<file path="src/rtl/hw_barrier_multi.sv">
// Multi-barrier hardware synchroniser: per-barrier team size, wake-up mask and
// per-core arrival bitmap, with registered completion and wake-up pulses.
module hw_barrier_multi #(
    parameter  int NUM_CORES    = 8,
    parameter  int NUM_BARRIERS = 4,
    localparam int BID_W        = $clog2(NUM_BARRIERS),
    localparam int CNT_W        = $clog2(NUM_CORES) + 1
) (
    input  logic                       clk_i,
    input  logic                       rst_i,
    input  logic                       cfg_valid_i,
    input  logic [BID_W-1:0]           cfg_id_i,
    input  logic [CNT_W-1:0]           cfg_num_threads_i,
    input  logic [NUM_CORES-1:0]       cfg_mask_i,
    input  logic [NUM_BARRIERS-1:0]    clear_i,
    input  logic [NUM_CORES-1:0]       arrive_valid_i,
    input  logic [NUM_CORES*BID_W-1:0] arrive_id_i,
    output logic [NUM_CORES-1:0]       barrier_event_o,
    output logic [NUM_BARRIERS-1:0]    barrier_done_o,
    input  logic [BID_W-1:0]           status_id_i,
    output logic [CNT_W-1:0]           status_count_o,
    input  logic                       err_clr_i,
    output logic                       err_dup_o,
    output logic                       err_unconf_o
);

    function automatic logic [CNT_W-1:0] popcount(input logic [NUM_CORES-1:0] v);
        logic [CNT_W-1:0] n;
        n = '0;
        for (int i = 0; i < NUM_CORES; i++) begin
            n = n + CNT_W'(v[i]);
        end
        return n;
    endfunction

    // Per-barrier architectural state.
    logic [CNT_W-1:0]        num_q  [NUM_BARRIERS];
    logic [CNT_W-1:0]        num_d  [NUM_BARRIERS];
    logic [NUM_CORES-1:0]    mask_q [NUM_BARRIERS];
    logic [NUM_CORES-1:0]    mask_d [NUM_BARRIERS];
    logic [NUM_CORES-1:0]    arr_q  [NUM_BARRIERS];
    logic [NUM_CORES-1:0]    arr_d  [NUM_BARRIERS];

    logic [NUM_CORES-1:0]    event_q, event_d;
    logic [NUM_BARRIERS-1:0] done_q, done_d;
    logic                    err_dup_q, err_dup_d;
    logic                    err_unconf_q, err_unconf_d;

    // Per-barrier decode of the current cycle.
    logic [NUM_CORES-1:0]    new_hit  [NUM_BARRIERS];
    logic [NUM_CORES-1:0]    accepted [NUM_BARRIERS];
    logic [NUM_CORES-1:0]    nxt      [NUM_BARRIERS];
    logic [NUM_BARRIERS-1:0] cfg_hit;
    logic [NUM_BARRIERS-1:0] discard;
    logic [NUM_BARRIERS-1:0] completes;
    logic [NUM_BARRIERS-1:0] dup_hit;
    logic [NUM_BARRIERS-1:0] unconf_hit;

    always_comb begin : decode
        for (int b = 0; b < NUM_BARRIERS; b++) begin
            for (int c = 0; c < NUM_CORES; c++) begin
                new_hit[b][c] = arrive_valid_i[c] &&
                                (arrive_id_i[c*BID_W +: BID_W] == BID_W'(b));
            end
            cfg_hit[b] = cfg_valid_i && (cfg_id_i == BID_W'(b));
            // Configuration and clear both swallow this cycle's arrivals silently.
            discard[b] = cfg_hit[b] || clear_i[b];

            if (discard[b] || (num_q[b] == '0)) begin
                accepted[b] = '0;
            end else begin
                accepted[b] = new_hit[b] & ~arr_q[b];
            end

            dup_hit[b]    = !discard[b] && (num_q[b] != '0) && |(new_hit[b] & arr_q[b]);
            unconf_hit[b] = !discard[b] && (num_q[b] == '0) && |new_hit[b];

            nxt[b]       = arr_q[b] | accepted[b];
            // Overshoot (more arrivals than team size) still completes the round.
            completes[b] = !discard[b] && (num_q[b] != '0) &&
                           (popcount(nxt[b]) >= num_q[b]);
        end
    end

    always_comb begin : next_state
        // NOTE: every _d signal gets a default before any branch so no latch is inferred.
        num_d   = num_q;
        mask_d  = mask_q;
        arr_d   = arr_q;
        event_d = '0;
        done_d  = '0;

        for (int b = 0; b < NUM_BARRIERS; b++) begin
            if (cfg_hit[b]) begin
                num_d[b]  = cfg_num_threads_i;
                mask_d[b] = cfg_mask_i;
                arr_d[b]  = '0;
            end else if (clear_i[b]) begin
                arr_d[b] = '0;
            end else if (completes[b]) begin
                arr_d[b]  = '0;
                done_d[b] = 1'b1;
                event_d   = event_d | mask_q[b];
            end else begin
                arr_d[b] = nxt[b];
            end
        end

        // A fresh error in the clearing cycle takes precedence over the clear.
        err_dup_d    = (|dup_hit)    || (err_dup_q    && !err_clr_i);
        err_unconf_d = (|unconf_hit) || (err_unconf_q && !err_clr_i);
    end

    always_ff @(posedge clk_i) begin
        if (rst_i) begin
            // NOTE: the per-barrier arrays are flop-based state and are reset like any
            // other register; a reset mid-round must forget pending arrivals.
            for (int b = 0; b < NUM_BARRIERS; b++) begin
                num_q[b]  <= '0;
                mask_q[b] <= '0;
                arr_q[b]  <= '0;
            end
            event_q      <= '0;
            done_q       <= '0;
            err_dup_q    <= 1'b0;
            err_unconf_q <= 1'b0;
        end else begin
            // NOTE: sequential state uses non-blocking assignment only.
            num_q        <= num_d;
            mask_q       <= mask_d;
            arr_q        <= arr_d;
            event_q      <= event_d;
            done_q       <= done_d;
            err_dup_q    <= err_dup_d;
            err_unconf_q <= err_unconf_d;
        end
    end

    assign barrier_event_o = event_q;
    assign barrier_done_o  = done_q;
    assign err_dup_o       = err_dup_q;
    assign err_unconf_o    = err_unconf_q;
    assign status_count_o  = popcount(arr_q[status_id_i]);

endmodule
</file>
<file path="config.mk">
export PLATFORM = sky130hd
export DESIGN_NAME = hw_barrier_multi
export DESIGN_NICKNAME = d
export VERILOG_FILES = /design/src/rtl/hw_barrier_multi.sv
export SDC_FILE = /design/constraint.sdc
export NUM_CORES = 1
export LEC_CHECK = 0
export ABC_AREA = 1
export CAP_MARGIN = 20
export CELL_PAD_IN_SITES_DETAIL_PLACEMENT = 2
export CELL_PAD_IN_SITES_GLOBAL_PLACEMENT = 2
export CORE_ASPECT_RATIO = 1.75
export CORE_MARGIN = 2
export CORE_UTILIZATION = 35
export CTS_BUF_LIST = sky130_fd_sc_hd__clkbuf_4 sky130_fd_sc_hd__clkbuf_8
export DETAILED_ROUTE_END_ITERATION = 12
export PLACE_DENSITY_LB_ADDON = 0.1
export RECOVER_POWER = 100
export SLEW_MARGIN = 20
export SYNTH_ARGS = -nofsm -noshare
export SYNTH_HDL_FRONTEND = slang
export SYNTH_SLANG_ARGS = --single-unit
</file>
<file path="constraint.sdc">
create_clock -name clk_i -period 10.8 [get_ports clk_i]
set_input_delay 1.62 -clock clk_i [delete_from_list [all_inputs] [get_ports clk_i]]
set_output_delay 1.62 -clock clk_i [all_outputs]
set_load 0.03 [all_outputs]
</file>
==> results of run 1 <==
logic make-up (layout without fill, tap and decap cells):
kind of cell,Yosys count,in the layout,synth area share [%]
flip-flops,94,94,33.3
buffers and inverters,132,188,9.44
XOR/XNOR,5,5,0.775
AO/OA/AOI/OAI,118,118,11.0
AND/OR/NAND/NOR,401,401,31.5
adder cells (fa/ha/maj),51,51,14.0
worst max-delay path by stage:
stage                          endpoint  cells past startpoint            from  slack (ps)
floorplan             status_count_o[2]                     12  status_id_i[0]        4110
CTS                   status_count_o[2]                     14  status_id_i[0]        2820
finish              arr_q[4]$_SDFF_PP0_                     21     cfg_valid_i        2170
detailed placement    status_count_o[2]                     14  status_id_i[0]        2820
global placement      status_count_o[2]                     14  status_id_i[0]        3070
global route        arr_q[6]$_SDFF_PP0_                     21     cfg_valid_i        1690
worst min-delay path: stages, from the launching register on:
cell and delay (ps):
sky130_fd_sc_hd__dfxtp_1 330, sky130_fd_sc_hd__inv_1 50, sky130_fd_sc_hd__a21oi_1 50
report_power, final:
group          switching, uW  internal (uW)
clock network            135            131
logic                    113           59.3
registers               6.54            358
total                    255            549
cell usage after synthesis, types with 2 or more instances:
cell | instances | area share (%)
sky130_fd_sc_hd__nand2_2 | 6 | 0.66
sky130_fd_sc_hd__a32o_1 | 4 | 0.71
sky130_fd_sc_hd__dfxtp_1 | 94 | 33
sky130_fd_sc_hd__inv_1 | 101 | 6.7
sky130_fd_sc_hd__nand4_1 | 33 | 3.7
sky130_fd_sc_hd__buf_2 | 6 | 0.53
sky130_fd_sc_hd__xor2_1 | 4 | 0.62
sky130_fd_sc_hd__inv_2 | 4 | 0.27
sky130_fd_sc_hd__buf_6 | 4 | 0.80
sky130_fd_sc_hd__fa_1 | 20 | 7.1
sky130_fd_sc_hd__and2_4 | 2 | 0.31
sky130_fd_sc_hd__nand3_1 | 69 | 6.1
sky130_fd_sc_hd__clkbuf_1 | 16 | 1.1
sky130_fd_sc_hd__o21ai_2 | 2 | 0.31
sky130_fd_sc_hd__o21ai_1 | 2 | 0.18
sky130_fd_sc_hd__ha_1 | 31 | 6.9
sky130_fd_sc_hd__nand2_1 | 101 | 6.7
sky130_fd_sc_hd__nand3_2 | 2 | 0.35
sky130_fd_sc_hd__o21ai_0 | 57 | 5.1
sky130_fd_sc_hd__a21oi_1 | 51 | 4.5
sky130_fd_sc_hd__nor2_1 | 179 | 12
cell type report:
type | instances | area, sq um | area share, %
flip-flops and latches | 94 | 1880 | 28.7
repair buffers | 67 | 662 | 10.1
clock buffers | 9 | 124 | 1.89
clock inverters | 6 | 91.3 | 1.39
inverters | 106 | 398 | 6.07
well taps | 189 | 236 | 3.61
multi-input cells | 575 | 3160 | 48.2
per-layer routing:
layer / share of wire [%] / wire length, um / GRT usage, % / up-vias
met5: 0 / 0 / 0 / -
met4: 7.4 / 1640 / 17.9 / 0
met3: 2.5 / 556 / 2.99 / 59
met2: 56 / 12300 / 53.3 / 133
met1: 35 / 7690 / 24.8 / 2811
li1: - / - / - / 2695
flip-flops by register name, indices dropped and copies added, names as in the netlist:
register,cells
err_unconf_o,1
num_q,16
err_dup_o,1
arr_q,32
mask_q,32
barrier_done_o,4
barrier_event_o,8
stage by stage:
| stage | util, % | std cells | hold WS [ps] | cell area (sq um) |
|---|---|---|---|---|
| final | 41.3 | 1046 | 454 | 6550 |
| after floorplan | - | 801 | 424 | 5650 |
| after global placement | 40.4 | 1031 | 433 | 6410 |
| after detailed placement | 40.4 | 1031 | 441 | 6410 |
| after global routing | 41.3 | 1046 | 481 | 6550 |
| after CTS | 41.8 | 1046 | 458 | 6630 |
==> reports/summary.json, run 1 <==
{
  "min_path": {
    "hold_path_origin": "mask_q[3]$_SDFFE_PP0P_",
    "whs_path_depth": 2,
    "whs_endpoint": "mask_q[3]$_SDFFE_PP0P_",
    "worstHoldPathType": "reg2reg"
  },
  "setup_path": {
    "rr_worst_depth": 19,
    "cp.arrival_ps": 8880,
    "r2r-end": "arr_q[4]$_SDFF_PP0_",
    "number_of_buffers_and_inverters_on_the_critical_path": 4,
    "crit_path_max_incr_delay_ps": 1090,
    "r2r_start": "num_q[2]$_SDFFE_PP0P_",
    "critPathSlowestCell": "sky130_fd_sc_hd__o21ai_0",
    "worst_path_max_fanout": 25,
    "crit_family": "adder cells",
    "cp-end-kind": "flip-flop",
    "reg2reg_setup_slack_ps": 4460,
    "timing.critical_path.required_ps": 11050,
    "path_common_cell": "sky130_fd_sc_hd__fa_1",
    "critPathLaunchType": "input port",
    "crit_path_class": "in2reg",
    "critical_path.cell_chain": "dlygate4sd3_1 > nand3_1 > nand2_1 > inv_1 > and2_0 > inv_1 > nor2_1 > nor2_1 > fa_1 > inv_1 > fa_1 > fa_1 > ha_1 > fa_1 > xor2_1 > ha_1 > nand2_1 > o21ai_0 > nand2_4 > nand3_1 > nor2_1"
  },
  "global_routing": {
    "grt_antenna_before_repair": 0,
    "grt_remaining_overflow": 0,
    "largest_net_degree_at_the_start_of_global_routing": 49,
    "globalRouteTotalUtil_pct": 26.8,
    "grt_pass1_wl_um": 34400,
    "first_global_vias": 6409
  },
  "placement": {
    "place_congestion": 0.906,
    "dp.final_hpwl_um": 18400,
    "place_worst_setup_slack_ps": 2820,
    "buffer_ports.inserted": 65
  },
  "clocking": {
    "postCtsSetupRepairBufs": 0,
    "cts_buffer_depth": 2,
    "cts.hold.buffers_added": 0,
    "cts_sinks": 94,
    "worst_skew_pair.late_latency_ps": 380,
    "cts-htree-levels": 3,
    "cts_inserted_buffers": 9,
    "cts-root-buf": "sky130_fd_sc_hd__clkbuf_8",
    "postCtsResizedCells": 0,
    "clk_transition_reported_paths_ps": 110,
    "cts_tree": "yes"
  },
  "yosys": {
    "yosys_warnings": 0,
    "synthesis.area_per_instance_sq_um": 7.05,
    "yosysSeqAreaShare_pct": 33.3,
    "synth_register_bits": 94,
    "syn_area_sq_mm": 0.00565,
    "postSynth.topFlopCell": "sky130_fd_sc_hd__dfxtp_1",
    "synth_edf_count": 0,
    "synthCells": 801,
    "netlist-cell-type-count": 34,
    "async_flop_share_pct": 0,
    "mappedNetlistNets": 900
  },
  "final_layout": {
    "areaGrowthSynthToFinish_pct": 16.0,
    "diodes": 0,
    "commonest_non_fill_non_tap_cell_in_the_layout": "sky130_fd_sc_hd__nor2_1",
    "fill_cells": 1937,
    "design.final.nets": 952,
    "most-common-layout-cells": "sky130_fd_sc_hd__nor2_1 (180), sky130_fd_sc_hd__inv_1 (105), sky130_fd_sc_hd__nand2_1 (105)",
    "drive_above_1_share_pct": 2.33
  },
  "timing": {
    "finalSetupViolations": 0,
    "relSlewSlack_pct": -25.1,
    "final.setup_skew_ps": 26.7,
    "fin_tns_setup_ps": 0,
    "period_needed_ps": 8630,
    "report.final.hold_viol_count": 0,
    "fmax_mhz": 116,
    "rsz0062_at_grt": "false",
    "report.final.slew_viol_count": 49,
    "setup_ws_ps": 2170,
    "tightest_slew_ps": 1880,
    "finalCritPeriodShare_pct": 79.9
  },
  "outcome": {
    "violations": "capacitance limit, slew limit",
    "run_status": "complete, but fails checks"
  },
  "floorplan": {
    "core-area_sq_mm": 0.0159,
    "start_util_pct": 35.6,
    "fp.dieArea_sq_mm": 0.0172,
    "std_cell_rows": 61,
    "floorplan.io_pins": 66,
    "die_height_um": 172,
    "die_x_um": 100
  },
  "detailed_routing": {
    "route.detailed.drc": 0,
    "route.antenna.remaining_nets": 0,
    "drt_pre_antenna_iters": 4,
    "drt_iter0_drc": 138,
    "post_drt_via_cell_ratio": 5.45,
    "total_detailed_routing_wirelength_um": 22200,
    "routed_wire_length_per_instance_um": 21.3,
    "route.vias.total": 5698
  },
  "power": {
    "report.power.total_uw": 804,
    "pwr_density_mw_per_mm2": 123,
    "leakage_power_of_the_design_uw": 0.00315,
    "ir_worst_vdd_v": 0.0000680
  },
  "job": {
    "max_cap_viol_count": 1
  }
}
(Power assumes the default switching activity.)
==> run 2, diff against run 1 <==
--- a/config.mk
+++ b/config.mk
@@ -11,7 +11,7 @@
 export CELL_PAD_IN_SITES_GLOBAL_PLACEMENT = 2
 export CORE_ASPECT_RATIO = 1.75
 export CORE_MARGIN = 2
-export CORE_UTILIZATION = 35
+export CORE_UTILIZATION = 33
 export CTS_BUF_LIST = sky130_fd_sc_hd__clkbuf_4 sky130_fd_sc_hd__clkbuf_8
 export DETAILED_ROUTE_END_ITERATION = 12
 export PLACE_DENSITY_LB_ADDON = 0.1
==> constraint.sdc (replaced) <==
create_clock -name clk_i -period 8.6 [get_ports clk_i]
set_input_delay 1.29 -clock clk_i [delete_from_list [all_inputs] [get_ports clk_i]]
set_output_delay 1.29 -clock clk_i [all_outputs]
set_load 0.03 [all_outputs]
==> run 2 against run 1 <==
  * The flow still finishes with violations (capacitance limit, slew limit)
  * Setup slack worse by 1100 ps
  * Via count decreased by 1.9%
  * Design area is 0.74% higher
  * Critical endpoint is now barrier_event_o[4]$_SDFF_PP0_
  * Highest routed layer unchanged
  * Critical path type unchanged
  * Largest cell class unchanged
  * Wire length decreased by 0.19%
  * Flip-flop and latch count unchanged
==> reports/summary.json, run 2 (synthesis results as in run 1) <==
{
  "outcome": {
    "run_status": "complete, but fails checks",
    "violations": "capacitance limit, slew limit"
  },
  "clocking": {
    "postCtsSetupRepairBufs": {"value": 0, "change": "unchanged"},
    "cts-root-buf": "sky130_fd_sc_hd__clkbuf_8",
    "cts_sinks": {"value": 94, "change": "unchanged"},
    "postCtsResizedCells": {"value": 0, "change": "unchanged"},
    "worst_skew_pair.late_latency": {"value": 390, "unit": "ps", "change": "about the same"},
    "cts_buffer_depth": {"value": 2, "change": "unchanged"},
    "cts_inserted_buffers": {"value": 9, "change": "unchanged"},
    "clk_transition_reported_paths": {"value": 90, "unit": "ps", "change": "-20 ps"},
    "cts.hold.buffers_added": {"value": 0, "change": "unchanged"},
    "cts_tree": "yes",
    "cts-htree-levels": {"value": 3, "change": "unchanged"}
  },
  "job": {
    "max_cap_viol_count": {"value": 1, "change": "unchanged"}
  },
  "global_routing": {
    "grt_remaining_overflow": {"value": 0, "change": "unchanged"},
    "globalRouteMet1Util": {"value": 24.0, "unit": "%", "change": "-0.81 points"},
    "first_global_vias": {"value": 6335, "change": "-1.2%"},
    "grt.met2_usage": {"value": 50.6, "unit": "%", "change": "-2.7 points"},
    "grt_pass1_wl": {"value": 34300, "unit": "um", "change": "-0.32%"},
    "global_route_hottest_layer": "met2",
    "grt_antenna_before_repair": {"value": 0, "change": "unchanged"},
    "globalRouteMet3Util": {"value": 2.69, "unit": "%", "change": "-0.31 points"},
    "largest_net_degree_at_the_start_of_global_routing": {"value": 49, "change": "unchanged"},
    "globalRouteTotalUtil": {"value": 25.6, "unit": "%", "change": "-1.2 points"}
  },
  "setup_path": {
    "r2r_start": "num_q[0]$_SDFFE_PP0P_",
    "reg2reg_setup_slack": {"value": 3060, "unit": "ps", "change": "-1400 ps"},
    "worst_path_max_fanout": {"value": 25, "change": "unchanged"},
    "rr_worst_depth": {"value": 20, "change": "+1"},
    "setup.worst_path.start": "cfg_valid_i",
    "timing.critical_path.required": {"value": 8910, "unit": "ps", "change": "-2140 ps"},
    "critPathLaunchType": "input port",
    "crit_path_class": "in2reg",
    "crit_path_max_incr_delay": {"value": 1010, "unit": "ps", "change": "-80 ps"},
    "r2r-end": "barrier_event_o[4]$_SDFF_PP0_",
    "number_of_buffers_and_inverters_on_the_critical_path": {"value": 4, "change": "unchanged"},
    "critPathSlowestCell": "sky130_fd_sc_hd__o21ai_0",
    "critical_path.cell_chain": "dlygate4sd3_1 > nand3_1 > nand2_1 > inv_1 > and2_4 > inv_2 > nor2_1 > nor2_1 > fa_1 > inv_1 > fa_1 > fa_1 > ha_1 > fa_1 > xor2_1 > ha_1 > nand2_1 > o21ai_0 > nand3_1 > nand2_1 > nor2_1 > nor2_1",
    "crit_family": "adder cells",
    "cp-end-kind": "flip-flop",
    "cp.arrival": {"value": 7840, "unit": "ps", "change": "-1040 ps"}
  },
  "min_path": {
    "worstHoldPathType": "reg2reg",
    "whs_endpoint": "mask_q[5]$_SDFFE_PP0P_",
    "hold_path_origin": "mask_q[5]$_SDFFE_PP0P_",
    "whs_path_depth": {"value": 2, "change": "unchanged"}
  },
  "final_layout": {
    "design.final.nets": {"value": 952, "change": "unchanged"},
    "drive_above_1_share": {"value": 2.91, "unit": "%", "change": "+0.58 points"},
    "most-common-layout-cells": "sky130_fd_sc_hd__nor2_1 (179), sky130_fd_sc_hd__nand2_1 (105), sky130_fd_sc_hd__inv_1 (103)",
    "commonest_non_fill_non_tap_cell_in_the_layout": "sky130_fd_sc_hd__nor2_1",
    "areaGrowthSynthToFinish_pct": 16.9,
    "reg_top3": "arr_q (32), mask_q (32), num_q (16)",
    "diodes": {"value": 0, "change": "unchanged"}
  },
  "timing": {
    "tightest_slew": {"value": 1860, "unit": "ps", "change": "-16.1 ps"},
    "fin_tns_setup": {"value": 0, "unit": "ps", "change": "unchanged"},
    "report.final.slew_viol_count": {"value": 49, "change": "unchanged"},
    "finalCritPeriodShare_pct": 87.6,
    "timing.hold.ws": {"value": 459, "unit": "ps", "change": "+4.54 ps"},
    "final.setup_skew": {"value": 16.3, "unit": "ps", "change": "-10.4 ps"},
    "rsz0062_at_grt": "false",
    "report.final.hold_viol_count": {"value": 0, "change": "unchanged"},
    "fmax_mhz": 133,
    "relSlewSlack": {"value": -24.0, "unit": "%", "change": "+1.1 points"},
    "period_needed_ps": 7540,
    "finalSetupViolations": {"value": 0, "change": "unchanged"}
  },
  "detailed_routing": {
    "post_drt_via_cell_ratio": {"value": 5.15, "change": "-5.5%"},
    "drt_iter0_drc": {"value": 91, "change": "-34%"},
    "route.antenna.remaining_nets": {"value": 0, "change": "unchanged"},
    "route.detailed.drc": {"value": 0, "change": "unchanged"},
    "total_detailed_routing_wirelength": {"value": 22200, "unit": "um", "change": "-0.19%"},
    "route.vias.total": {"value": 5587, "change": "-1.9%"},
    "drt_pre_antenna_iters": {"value": 4, "change": "unchanged"},
    "routed_wire_length_per_instance": {"value": 20.5, "unit": "um", "change": "-3.8%"}
  },
  "floorplan": {
    "fp.dieArea": {"value": 0.0182, "unit": "sq mm", "change": "+5.9%"},
    "std_cell_rows": {"value": 63, "change": "+3.3%"},
    "die_x": {"value": 103, "unit": "um", "change": "+2.9%"},
    "start_util": {"value": 33.5, "unit": "%", "change": "-2.1 points"},
    "die_height": {"value": 177, "unit": "um", "change": "+2.9%"},
    "core-area": {"value": 0.0169, "unit": "sq mm", "change": "+6.3%"},
    "floorplan.io_pins": {"value": 66, "change": "unchanged"}
  },
  "placement": {
    "dp.final_hpwl": {"value": 18500, "unit": "um", "change": "+0.69%"},
    "buffer_ports.inserted": {"value": 65, "change": "unchanged"},
    "place_congestion": {"value": 0.958, "change": "+5.7%"}
  },
  "power": {
    "ir_worst_vdd": {"value": 0.0000942, "unit": "V", "change": "+39%"},
    "pwr_density": {"value": 150, "unit": "mW/mm^2", "change": "+22%"},
    "leakage_power_of_the_design": {"value": 0.00315, "unit": "uW", "change": "-0.12%"}
  }
}
-- run 2: cell count changes in the layout (fill, tap and decap cells not counted), sizes merged --
cell	delta
clkbuf	+5
clkinv	+2
bufinv	-1
inv	-4
buf	-1
-- run 2: worst register-to-register path, cell delays in order (launching register included) --
cell                      delay (ps)
sky130_fd_sc_hd__dfxtp_1         360
sky130_fd_sc_hd__inv_1            70
sky130_fd_sc_hd__nand4_1          90
sky130_fd_sc_hd__and2_4          260
sky130_fd_sc_hd__inv_2           100
sky130_fd_sc_hd__nor2_1          100
sky130_fd_sc_hd__nor2_1           80
sky130_fd_sc_hd__fa_1            550
sky130_fd_sc_hd__inv_1            60
sky130_fd_sc_hd__fa_1            530
sky130_fd_sc_hd__fa_1            430
sky130_fd_sc_hd__ha_1            240
sky130_fd_sc_hd__fa_1            380
sky130_fd_sc_hd__xor2_1          180
sky130_fd_sc_hd__ha_1            280
sky130_fd_sc_hd__nand2_1          40
sky130_fd_sc_hd__o21ai_0        1010
sky130_fd_sc_hd__nand3_1         310
sky130_fd_sc_hd__nand2_1         230
sky130_fd_sc_hd__nor2_1           70
sky130_fd_sc_hd__nor2_1           90
-- run 2: per-stage QoR --
step	area, sq um	power [uW]	worst slack (ps)	util, %	cells
floorplan	5650	600	2570	-	801
global placement	6460	683	1500	38.3	1069
detailed placement	6460	694	1270	38.3	1069
CTS	6670	1010	1270	39.5	1085
global route	6600	1040	578	39.1	1085
finish	6600	988	1060	39.1	1085
-- run 2: worst max-delay path by stage --
stage,end,slack (ps),depth (start not counted)
global placement,status_count_o[2],1500,14
CTS,status_count_o[2],1270,14
global route,barrier_event_o[4]$_SDFF_PP0_,580,22
detailed placement,status_count_o[2],1270,14
finish,barrier_event_o[4]$_SDFF_PP0_,1060,22
floorplan,status_count_o[2],2570,12
-- run 2: cell type report --
cell class | count | area (sq um)
Tap cell | 227 | 284
Timing Repair Buffer | 67 | 658
Clock inverter | 3 | 43.8
Inverter | 106 | 398
Sequential cell | 94 | 1880
Multi-Input combinational cell | 575 | 3170
Clock buffer | 13 | 160
Fill cell | 2082 | 10300
-- run 2: layer usage --
metal	wire length, um	part of all wire, %
met1	7630	34
met2	12600	57
met3	559	2.5
met4	1370	6.2
met5	0	0
-- run 2: power breakdown --
part | internal [uW] | switching (uW)
Clock | 153 | 162
Combinational | 74.7 | 141
Sequential | 450 | 7.88
Total | 677 | 311
